[src/rtl/branch_target_predictor.sv]
// Tagged branch target predictor: same-cycle lookup for fetch, training and
// mispredict detection from execute, with a post-mispredict suppression window.
module branch_target_predictor #(
    parameter int PC_W     = 16,
    parameter int IDX_W    = 6,
    parameter int CTR_W    = 2,
    parameter int SUPPRESS = 2,
    parameter int CNT_W    = 16
) (
    input  logic             clk,
    input  logic             CPU_RESET_n,
    input  logic [PC_W-1:0]  lookup_pc,
    output logic             pred_taken,
    output logic [PC_W-1:0]  pred_target,
    input  logic             upd_valid,
    input  logic [PC_W-1:0]  upd_pc,
    input  logic             upd_taken,
    input  logic [PC_W-1:0]  upd_target,
    input  logic             upd_pred_taken,
    input  logic [PC_W-1:0]  upd_pred_target,
    output logic             mispredict,
    output logic             suppress_active,
    output logic [CNT_W-1:0] mispredict_count
);

    localparam int DEPTH = 1 << IDX_W;
    localparam int TAG_W = PC_W - IDX_W;
    localparam logic [CTR_W-1:0] CTR_MAX  = {CTR_W{1'b1}};
    localparam logic [CTR_W-1:0] CTR_INIT = CTR_W'(1 << (CTR_W - 1));
    localparam logic [3:0]       SUP_LOAD = 4'(SUPPRESS);

    logic [DEPTH-1:0] valid_q, valid_d;
    logic [TAG_W-1:0] tag_q    [DEPTH];
    logic [PC_W-1:0]  target_q [DEPTH];
    logic [CTR_W-1:0] ctr_q    [DEPTH];

    logic [3:0]       suppress_q, suppress_d;
    logic             mispredict_q, mispredict_d;
    logic [CNT_W-1:0] count_q, count_d;

    logic [IDX_W-1:0] lk_idx, up_idx;
    logic [TAG_W-1:0] lk_tag, up_tag;
    logic             lk_hit, up_hit;

    assign lk_idx = lookup_pc[IDX_W-1:0];
    assign lk_tag = lookup_pc[PC_W-1:IDX_W];
    assign up_idx = upd_pc[IDX_W-1:0];
    assign up_tag = upd_pc[PC_W-1:IDX_W];

    assign lk_hit = valid_q[lk_idx] && (tag_q[lk_idx] == lk_tag);
    assign up_hit = valid_q[up_idx] && (tag_q[up_idx] == up_tag);

    assign suppress_active  = (suppress_q != 4'd0);
    assign pred_taken       = lk_hit && ctr_q[lk_idx][CTR_W-1] && !suppress_active;
    assign pred_target      = pred_taken ? target_q[lk_idx] : lookup_pc + PC_W'(1);
    assign mispredict       = mispredict_q;
    assign mispredict_count = count_q;

    always_comb begin
        valid_d      = valid_q;
        mispredict_d = 1'b0;
        count_d      = count_q;
        suppress_d   = suppress_q;
        if (upd_valid && upd_taken && !up_hit) begin
            valid_d[up_idx] = 1'b1;
        end
        if (upd_valid) begin
            mispredict_d = (upd_taken != upd_pred_taken) ||
                           (upd_taken && upd_pred_taken && (upd_target != upd_pred_target));
        end
        if (mispredict_d) begin
            suppress_d = SUP_LOAD;
            if (count_q != {CNT_W{1'b1}}) begin
                count_d = count_q + CNT_W'(1);
            end
        end else if (suppress_q != 4'd0) begin
            suppress_d = suppress_q - 4'd1;
        end
    end

    always_ff @(posedge clk or negedge CPU_RESET_n) begin
        if (!CPU_RESET_n) begin
            valid_q      <= '0;
            suppress_q   <= 4'd0;
            mispredict_q <= 1'b0;
            count_q      <= '0;
        end else begin
            valid_q      <= valid_d;
            suppress_q   <= suppress_d;
            mispredict_q <= mispredict_d;
            count_q      <= count_d;
        end
    end

    // Payload arrays are left unreset; any write made while in reset is hidden by valid.
    always_ff @(posedge clk) begin
        if (upd_valid) begin
            if (up_hit) begin
                if (upd_taken) begin
                    target_q[up_idx] <= upd_target;
                    if (ctr_q[up_idx] != CTR_MAX) begin
                        ctr_q[up_idx] <= ctr_q[up_idx] + CTR_W'(1);
                    end
                end else if (ctr_q[up_idx] != '0) begin
                    ctr_q[up_idx] <= ctr_q[up_idx] - CTR_W'(1);
                end
            end else if (upd_taken) begin
                tag_q[up_idx]    <= up_tag;
                target_q[up_idx] <= upd_target;
                ctr_q[up_idx]    <= CTR_INIT;
            end
        end
    end

endmodule

[config.mk]
export PLATFORM = sky130hd
export DESIGN_NAME = branch_target_predictor
export DESIGN_NICKNAME = d
export VERILOG_FILES = /design/src/rtl/branch_target_predictor.sv
export SDC_FILE = /design/constraint.sdc
export NUM_CORES = 2
export LEC_CHECK = 0
export BUFFER_PORTS_ARGS = -buffer_cell sky130_fd_sc_hd__buf_2
export CORE_MARGIN = 3
export CORE_UTILIZATION = 60
export CTS_BUF_LIST = sky130_fd_sc_hd__clkbuf_8 sky130_fd_sc_hd__clkbuf_16
export CTS_CLUSTER_DIAMETER = 150
export CTS_CLUSTER_SIZE = 30
export DETAILED_ROUTE_END_ITERATION = 6
export PLACE_DENSITY = 0.76
export SYNTH_ARGS = -nofsm -noshare
export SYNTH_HDL_FRONTEND = slang
export SYNTH_SLANG_ARGS = --single-unit
[constraint.sdc]
create_clock -name clk -period 10.42 [get_ports clk]
set_input_delay 0.521 -clock clk [delete_from_list [all_inputs] [get_ports clk]]
set_output_delay 0.521 -clock clk [all_outputs]
set_load 0.01 [all_outputs]
==> metrics.yaml <==
outcome: "finished clean"
cp_num_buf_inv: 3
cts_buffers: 72
drt-total-wl_um: 253200
grt_pass1_vias: 45518
finalCriticalPeriod_ps: 6567
synth.yosys.seq_area_share: 0.6903
p_leak_nw: 27.67
tightest_slew_ps: 1421
hold_viol: 0
fp-row-count: 134
path_cells: "buf_8 > buf_4 > mux4_2 > mux2i_1 > o32ai_1 > nor4_1 > nor2_1 > xor2_1 > nand4b_4 > mux2_2 > buf_2"
synth-seq-cells: 1877
drc: 0
root_buffer: "clkbuf_16"
intPower_mw: 10.12
dieArea_sq_um: 139500
layout_setup_ws_ps: 3853
grt_start_max_net_pins: 124
fin_area_sq_um: 86570
synth.distinct_cells: 84
hpwl_um: 162100
drt_first_pass_iters: 7
critPathArrivalTime_ps: 6050
power.density_nw_per_um2: 153.2
area_growth_pct: 6.839
grt_use_total: 0.3629
tns_ps: 0
synth_edf_count: 1792
final_common_cell: "edfxtp_1"
worstPathRequired_ps: 9900
nFillCells: 8910
cts_setup_buffers: 0
start_kind: "input port"
cp_slowest_cell: "nor4_1"
relSlewSlack: 0.04424
htree_levels: 3
power_switching_mw: 3.140
drtIter0Drc: 7850
skew_ps: 46.99
multi_input_area_sq_um: 24090
synth_area_per_cell_sq_um: 19.07
synth_cells: 4249
die_x_um: 373.5
syn_nets: 4322
dpl_cell_area_sq_um: 84530
seq_area_sq_um: 55940
cts_buffer_depth: 3
crit_path_end_kind: "output pin"
core_area_sq_um: 133800
synth-main-ff-cell: "edfxtp_1"
p_sw_frac: 0.2368
antenna_found_initial: 13
cts_sinks: 1877
p_seq_frac: 0.634
die_y_um: 373.5
setup_viol: 0
crit_type: "input port to output pin"
start_util: 0.6056
port_buffers: 103
nNetsFinal: 4377
final_antenna_net_count: 0
dp_slack_ps: 3951
num_vias: 46806
slew_viol_final: 0
timing.fmax_mhz: 152.3
rsz0062_at_grt: "no"
clkTransAtPathRegs_ps: 110
drive_gt1_frac: 0.2734
syn_area_sq_um: 81030
synthArstFlopShare: 0.04529
wire_per_inst_um: 41.49
max_stage_delay_ps: 1110
grt_pass1_wl_um: 354300
worstHoldPathType: "input port to async pin"
cts_resized: 0
clk-insertion-delay-late_ps: 770
ys.warnings.count: 0
ioPinCount: 104
p_comb_frac: 0.099
pwr-share-clk: 0.267
cp_top_family: "multiplexers"
gp_congestion: 1.067
critPathMaxFanout: 56
fin_crit_sh: 0.6302
cts_tree: "yes"
maxCapViolCount: 0
grt-ovfl-total: 0
final_cell_mix: "edfxtp_1 (1792), mux4_2 (598), buf_4 (202)"
viasPerCell: 7.672
irDropWorstVdd_uv: 129.9
-- kinds of logic after synthesis --
group                      Yosys count  share of synthesized area
AOI/OAI and AO/OA                  515                    0.04669
muxes                              831                     0.1967
and+or+nand+nor                    612                    0.03961
buffers and inverters              351                    0.01970
DFF                               1877                     0.6903
adders and majority gates            4                  0.0006177
xor gates and xnor gates            59                   0.006377
-- per-layer routing --
metal,track usage,vias up,part of all wire
li1,-,17921,-
met1,0.4858,24338,0.35
met2,0.5530,3736,0.46
met3,0.08754,807,0.12
met4,0.2107,4,0.075
met5,0,-,0.00011
-- worst paths after layout --
check | from | endpoint | slack, ps | cells past startpoint
max reg2reg | tag_q[3][7] | tag_q[5][7] | 5280 | 9
min reg2reg | valid_q[7] | valid_q[7] | 500 | 1
min | CPU_RESET_n | mispredict_count[3] | 90 | 2
max in group asynchronous | CPU_RESET_n | valid_q[30] | 9110 | 3
max | lookup_pc[0] | pred_target[15] | 3850 | 11
min in group clk | upd_pc[13] | tag_q[17][7] | 340 | 1
-- what timing repair did --
item / CTS / global route
endpoints found under the hold margin: 2 / 0
endpoints found under the setup margin: 0 / 0
hold buffers: 1 / 0
-- cells in the mapped netlist, drive strengths merged (5+ instances only) --
cell / instances / area (sq um)
nand3b: 16 / 120.1
edfxtp: 1792 / 53810
nor3b: 14 / 115.1
or4bb: 6 / 67.56
xnor2: 28 / 245.2
nand2b: 16 / 100.1
a21oi: 95 / 475.5
or3: 8 / 50.05
mux2i: 191 / 1912
a22oi: 70 / 525.5
o22a: 9 / 78.83
nand4b: 7 / 76.32
mux2: 39 / 476.7
a22o: 22 / 192.7
nor4: 45 / 281.5
clkbuf: 156 / 585.6
nor3: 55 / 275.3
o22ai: 46 / 287.8
xor2: 31 / 271.5
nor2b: 18 / 112.6
o221ai: 14 / 122.6
a221oi: 44 / 385.4
and3: 23 / 143.9
a222oi: 6 / 60.06
dfrtp: 85 / 2127
o2111ai: 7 / 61.31
o31ai: 6 / 58.81
a21o: 29 / 217.7
mux4: 601 / 13550
nor2: 114 / 427.9
and2: 10 / 62.56
a31oi: 19 / 118.9
nand3: 113 / 565.5
a221o: 7 / 70.07
nand4: 20 / 125.1
nand2: 121 / 454.2
o32ai: 12 / 105.1
o21ai: 39 / 195.2
inv: 20 / 75.07
a211oi: 10 / 80.07
buf: 175 / 935.9
a32oi: 13 / 113.9
a41o: 36 / 360.4
a2111oi: 5 / 43.79
-- sequential cells by signal, summed over array words and instances (netlist names) --
signal            count
ctr_q               128
mispredict            1
mispredict_count     16
suppress_q            4
tag_q               640
target_q           1024
valid_q              64
-- per-stage QoR --
stage          hold slack (ps)  instances  utilization  total power [mW]
3_5_place_dp             310.0       5997       0.6318             9.861
4_1_cts                  59.72       6092       0.6469             13.24
3_3_place_gp             308.4       5996       0.6317             9.839
6_report                 88.18       6101       0.6471             13.26
2_1_floorplan            225.4       4249            -             9.300
5_1_grt                  62.11       6093       0.6469             13.55
-- final cells by class --
type / count / share of cell area
antenna: 9 / 0.0002601
tap: 1768 / 0.02555
inverter: 20 / 0.0009250
timing repair buffer: 312 / 0.02568
sequential: 1877 / 0.6462
multi-input combinational: 2021 / 0.2783
clock inverter: 22 / 0.002341
clock buffer: 72 / 0.02081
-- power by group through the flow --
stage	Sequential, mW	Clock (mW)	Combinational [mW]
after CTS	8.41	3.55	1.29
after floorplan	8.57	0	0.733
final	8.41	3.54	1.31
after detailed placement	8.58	0	1.28
after global routing	8.42	3.78	1.35
after global placement	8.57	0	1.26
-- worst reg2reg max path, delay by kind of cell (launching register included) --
kind,cells,cell delay (ps)
muxes,1,540
and+or+nand+nor,5,2020
AOI/OAI and AO/OA,2,1180
buffers and inverters,1,600
DFF,1,430
(Power assumes the default switching activity.)
